--- src/rtl/fdivsqrt_otfc_seq_pkg.sv ---
// Shared types for the sequential on-the-fly converter wrapper.
package fdivsqrt_otfc_seq_pkg;

  typedef enum logic [1:0] {
    IDLE,
    RUN,
    DONE
  } fsm_state_t;

endpackage

--- src/rtl/fdivsqrt_otfc_seq_uotfc2.sv ---
// Radix-2 unified on-the-fly converter: next U/UM from the current digit and position.
module fdivsqrtuotfc2 #(
  parameter int DIVb = 52
) (
  input  logic          up,
  input  logic          un,
  input  logic [DIVb:0] C,
  input  logic [DIVb:0] U,
  input  logic [DIVb:0] UM,
  output logic [DIVb:0] UNext,
  output logic [DIVb:0] UMNext
);

  logic [DIVb:0] k;

  always_comb begin
    // One-hot weight of the digit being appended: lowest set bit of the thermometer.
    k      = C & ~(C << 1);
    UNext  = U;
    UMNext = UM | k;
    if (up) begin
      UNext  = U | k;
      UMNext = U;
    end else if (un) begin
      UNext  = UM | k;
      UMNext = UM;
    end
  end

endmodule

--- src/rtl/fdivsqrt_otfc_seq.sv ---
// Sequential wrapper: FSM, iteration counter and position shifter around the OTFC.
module fdivsqrt_otfc_seq
  import fdivsqrt_otfc_seq_pkg::*;
#(
  parameter int DIVb = 52
) (
  input  logic          clk,
  input  logic          resetn,
  input  logic          start,
  input  logic          sqrt,
  input  logic          up,
  input  logic          un,
  input  logic          hold,
  input  logic          abort,
  input  logic          ack,
  output logic          busy,
  output logic          done,
  output logic [DIVb:0]   U,
  output logic [DIVb:0]   UM,
  output logic [DIVb+1:0] C
);

  localparam int CNTW = $clog2(DIVb + 1);

  localparam logic [DIVb+1:0] C_DIV  = {2'b11, {DIVb{1'b0}}};
  localparam logic [DIVb+1:0] C_SQRT = {3'b111, {(DIVb - 1){1'b0}}};
  localparam logic [DIVb:0]   U_SQRT = {1'b1, {DIVb{1'b0}}};

  fsm_state_t      state, state_n;
  logic [CNTW-1:0] cnt;
  logic            load, step;
  logic [DIVb:0]   unext, umnext;

  fdivsqrtuotfc2 #(.DIVb(DIVb)) u_otfc (
    .up    (up),
    .un    (un),
    .C     (C[DIVb:0]),
    .U     (U),
    .UM    (UM),
    .UNext (unext),
    .UMNext(umnext)
  );

  always_ff @(posedge clk or negedge resetn) begin
    if (!resetn) state <= IDLE;
    else         state <= state_n;
  end

  always_comb begin
    state_n = state;
    load    = 1'b0;
    step    = 1'b0;
    case (state)
      IDLE: begin
        if (start) begin
          load    = 1'b1;
          state_n = RUN;
        end
      end
      RUN: begin
        if (abort) begin
          state_n = IDLE;
        end else if (!hold) begin
          step = 1'b1;
          if (cnt == '0) state_n = DONE;
        end
      end
      DONE: begin
        if (abort) begin
          state_n = IDLE;
        end else if (ack) begin
          if (start) begin
            load    = 1'b1;
            state_n = RUN;
          end else begin
            state_n = IDLE;
          end
        end
      end
      default: state_n = IDLE;
    endcase
  end

  always_ff @(posedge clk or negedge resetn) begin
    if (!resetn) begin
      U   <= '0;
      UM  <= '0;
      C   <= '0;
      cnt <= '0;
    end else if (load) begin
      U   <= sqrt ? U_SQRT : '0;
      UM  <= '0;
      C   <= sqrt ? C_SQRT : C_DIV;
      cnt <= sqrt ? CNTW'(DIVb - 1) : CNTW'(DIVb);
    end else if (step) begin
      U   <= unext;
      UM  <= umnext;
      C   <= {1'b1, C[DIVb+1:1]};
      cnt <= cnt - CNTW'(1);
    end
  end

  assign busy = (state == RUN);
  assign done = (state == DONE);

endmodule
--- config.mk ---
export PLATFORM = sky130hd
export DESIGN_NAME = fdivsqrt_otfc_seq
export DESIGN_NICKNAME = d
export VERILOG_FILES = /design/src/rtl/fdivsqrt_otfc_seq_pkg.sv /design/src/rtl/fdivsqrt_otfc_seq_uotfc2.sv /design/src/rtl/fdivsqrt_otfc_seq.sv
export SDC_FILE = /design/constraint.sdc
export NUM_CORES = 1
export LEC_CHECK = 0
export ABC_AREA = 1
export CORE_UTILIZATION = 30
export DETAILED_ROUTE_END_ITERATION = 6
export GPL_TIMING_DRIVEN = 0
export MAX_ROUTING_LAYER = met4
export PLACE_DENSITY_LB_ADDON = 0.2
export SETUP_SLACK_MARGIN = 0.5
export SYNTH_ARGS = -nofsm -noshare
export SYNTH_HDL_FRONTEND = slang
export SYNTH_SLANG_ARGS = --single-unit
--- constraint.sdc ---
create_clock -name clk -period 2.3 [get_ports clk]
set_input_delay 0.23 -clock clk [delete_from_list [all_inputs] [get_ports clk]]
set_output_delay 0.23 -clock clk [all_outputs]
set_load 0.02 [all_outputs]
==> metrics.md <==
| Metric | Value |
|---|---|
| Dpl cells | `1650` |
| Critical path class | `flip-flop to output port` |
| Worst-margin pin slew | `around 0.65 ns` |
| PwrDens | `~800 mW/mm^2` |
| Drt wl/cell | `15.9 microns` |
| # clock sinks | `168` |
| TritonCTS clock tree | `yes` |
| CP arrival | `approximately 1.5 ns` |
| Max incr delay on CP | `0.70 ns` |
| Crit end category | `output port` |
| Final hold vios | `0` |
| P&R area growth vs syn | `33.1%` |
| Fraction of registers with async set/reset | `100%` |
| Synth warn | `0` |
| Syn_nets | `1119` |
| Max Cap Viol | `0` |
| Post-DRT Antenna Nets | `0` |
| Worst path slowest cell | `clkdlybuf4s50_1` |
| Ys flop type | `dfrtp_1` |
| Cells along the critical path | `clkdlybuf4s50_1` |
| CP Buf/Inv Count | `1` |
| VDD IR-drop max | `0.410 mV` |
| Die X-Extent | `between 150 and 200 microns` |
| Final Instance Area | `around 0.011 sq mm` |
| Cells after synthesis | `approximately 1100` |
| Synth cell count leaders | `288 x nand2_1, 205 x nor2_1, 168 x dfrtp_1` |
| GRT overflow | `0` |
| Post-synth EDFFs | `0` |
| H-Tree Depth | `4` |
| Period minus WS final | `1.73 ns` |
| Initial antenna violation count | `0` |
| Root Buffer | `clkbuf_16` |
| Unrepaired setup endpoints after global routing | `no` |
| DP Area | `0.0106 sq mm` |
| Maximum clock rate | `578 MHz` |
| CTS max path bufs | `2` |
| Sum Neg Setup Slack | `0 ns` |
| Mean Syn Cell Area | `between 7 and 8 sq um` |
| Register bit count reported by yosys | `between 150 and 200` |
| Worst setup SP type | `flip-flop` |
| Insertion delay to the later sink of the worst-skew pair | `approximately 0.42 ns` |
| First-pass DRT Iterations | `5` |
| PortBufs | `between 150 and 200` |
| Finished Layout Cells | `between 1500 and 2000` |
| First-pass GRT wire length | `41800 microns` |
| Row cnt | `60` |
| Clock slew at reported path FFs | `0.07 ns` |
| Via count | `7796` |
| Worst-path fanout max | `4` |
| Synth area leaders | `dfrtp_1 50%, nand2_1 13%, nor2_1 9.2%, inv_1 5.9%, nand3_1 4.1%` |
| Fill cells | `2849` |
| WP data required | `slightly above 2 ns` |
| Initial core utilization | `a little under a third` |
| Sequential cell area fraction in the yosys report | `between 50% and 60%` |
| Cell area after synthesis | `around 0.0084 sq mm` |
| Num CTS Buffers | `17` |
| Hpwl dp | `18500 microns` |
| Die area | `around 0.029 sq mm` |
| Pin count of the biggest net entering global routing | `93` |
| Max-slew violations | `0` |
| Synth cell types | `27` |
| GRT Overall Usage | `between 10% and 20%` |
| Worst relative slew slack | `56.7%` |
| Top cell type's share of synthesized area | `approximately 50%` |
| Total power | `8.66 mW` |
| Starting DRT DRC Count | `approximately 510` |
| # Post-CTS Setup Buffers | `0` |
| Post-place setup slack | `roughly 0.027 ns` |
| Status | `completed` |
| Critical path's top delay family | `buffers and inverters` |
| Routed vias/inst | `4.63` |
| Path type of the worst min-delay path | `input port to async pin` |
| Nets | `1309` |
| Top Ports | `171` |
| Yosys top cell by area | `dfrtp_1` |
| Die H | `about 170 microns` |
| RePlAce Congestion | `between 0.8 and 0.9` |
| Antenna Cells | `0` |
| Vias in the first global route | `7225` |
| Core ar. | `between 0.02 and 0.03 sq mm` |
| Clock Skews | `about 0.015 ns` |
| DRC Markers | `0` |
| Final WS setup | `0.569 ns` |
| Share of cells above drive strength 1 | `7.25%` |
| Most frequent cell after synthesis | `nand2_1` |
| Leak | `5.46 nW` |
| Post-Route WL | `about 27000 microns` |
| Fin crit share | `between 70 and 80%` |
| Final setup fails | `0` |
==> flip-flops by register name, summed over array words and instances (netlist names) <==
| name | cells |
|---|---|
| C | 54 |
| UM | 53 |
| U | 53 |
| cnt | 6 |
| state | 2 |
==> path summary, 6_finish.rpt <==
kind | cells after the start | slack [ns] | end | from
max | 1 | 0.57 | U[42] | U[42]
min reg2reg | 2 | 0.48 | cnt[1] | cnt[1]
max in group asynchronous | 3 | 1.06 | UM[8] | resetn
min in group clk | 5 | 0.46 | U[50] | up
max reg2reg | 8 | 0.66 | UM[12] | state[0]
min | 2 | 0.35 | UM[38] | resetn
==> metrics by stage <==
stage               utilization (%)  hold WS [ns]
detailed placement             38.8         0.263
CTS                            40.9         0.398
finish                         41.0         0.347
global route                   41.0         0.406
floorplan                         -       -0.0656
global placement               38.7         0.464
==> power by group <==
part / total (mW) / internal [mW] / switching, mW / leakage, nW
sequential: 3.53 / 3.26 / 0.277 / 2.27
combinational: 2.31 / 0.932 / 1.38 / 2.92
clock: 2.82 / 1.55 / 1.27 / 0.273
total: 8.66 / 5.74 / 2.92 / 5.46
==> cell families (layout without fill, tap and decap cells) <==
| family | count (synthesis) | in the layout | share of synthesized area, % |
|---|---|---|---|
| AOI/OAI and AO/OA | 168 | 168 | 10.9 |
| xor gates and xnor gates | 1 | 1 | 0.105 |
| adders and majority gates | 2 | 2 | 0.299 |
| buffers and inverters | 191 | 394 | 10.3 |
| DFF | 168 | 168 | 50.3 |
| and+or+nand+nor | 578 | 578 | 28.1 |
==> area by class of cell <==
type / count / area, sq um / area share [%]
sequential: 168 / 4200 / 37.8
multi-input combinational: 749 / 3300 / 29.6
clock buffer: 21 / 460 / 4.14
inverter: 136 / 510 / 4.59
buffer: 55 / 363 / 3.26
clock inverter: 11 / 96.3 / 0.865
tap: 372 / 465 / 4.18
timing repair buffer: 171 / 1730 / 15.6
==> repair_timing <==
action                                  4_1_cts  5_1_grt
endpoints found under the setup margin       45       14
hold endpoints to repair                     76        0
resized for setup                             4        6
hold buffers                                  1        0
==> layer usage <==
metal	routed length, microns	GRT usage, %	vias up
met5	0	-	-
met4	393	5.14	0
met3	1550	4.07	20
met2	12000	29.4	222
met1	12800	27.1	3689
li1	-	-	3865
==> cell usage in the layout, fill, tap and decap left out, types with 2 or more instances in the layout <==
master,Yosys,routed
buf_2,24,23
inv_2,5,5
o21ai_0,62,62
buf_6,13,14
clkinvlp_4,0,2
buf_4,5,5
clkbuf_8,0,2
nand2_2,2,2
clkinv_2,0,5
ha_1,2,2
a21oi_1,53,53
clkbuf_16,0,17
clkdlybuf4s50_1,0,165
nor2_8,2,2
nor2_1,205,205
inv_1,131,131
nand2_1,288,288
inv_6,0,2
dlygate4sd2_1,0,2
clkbuf_2,1,3
clkbuf_1,12,12
dfrtp_1,168,168
o22ai_1,51,51
nand3b_1,2,2
nand2_4,3,3
nor2_4,2,2
nor3_1,2,2
nand3_1,69,68
Note: power is estimated with default switching activity, not from simulation.
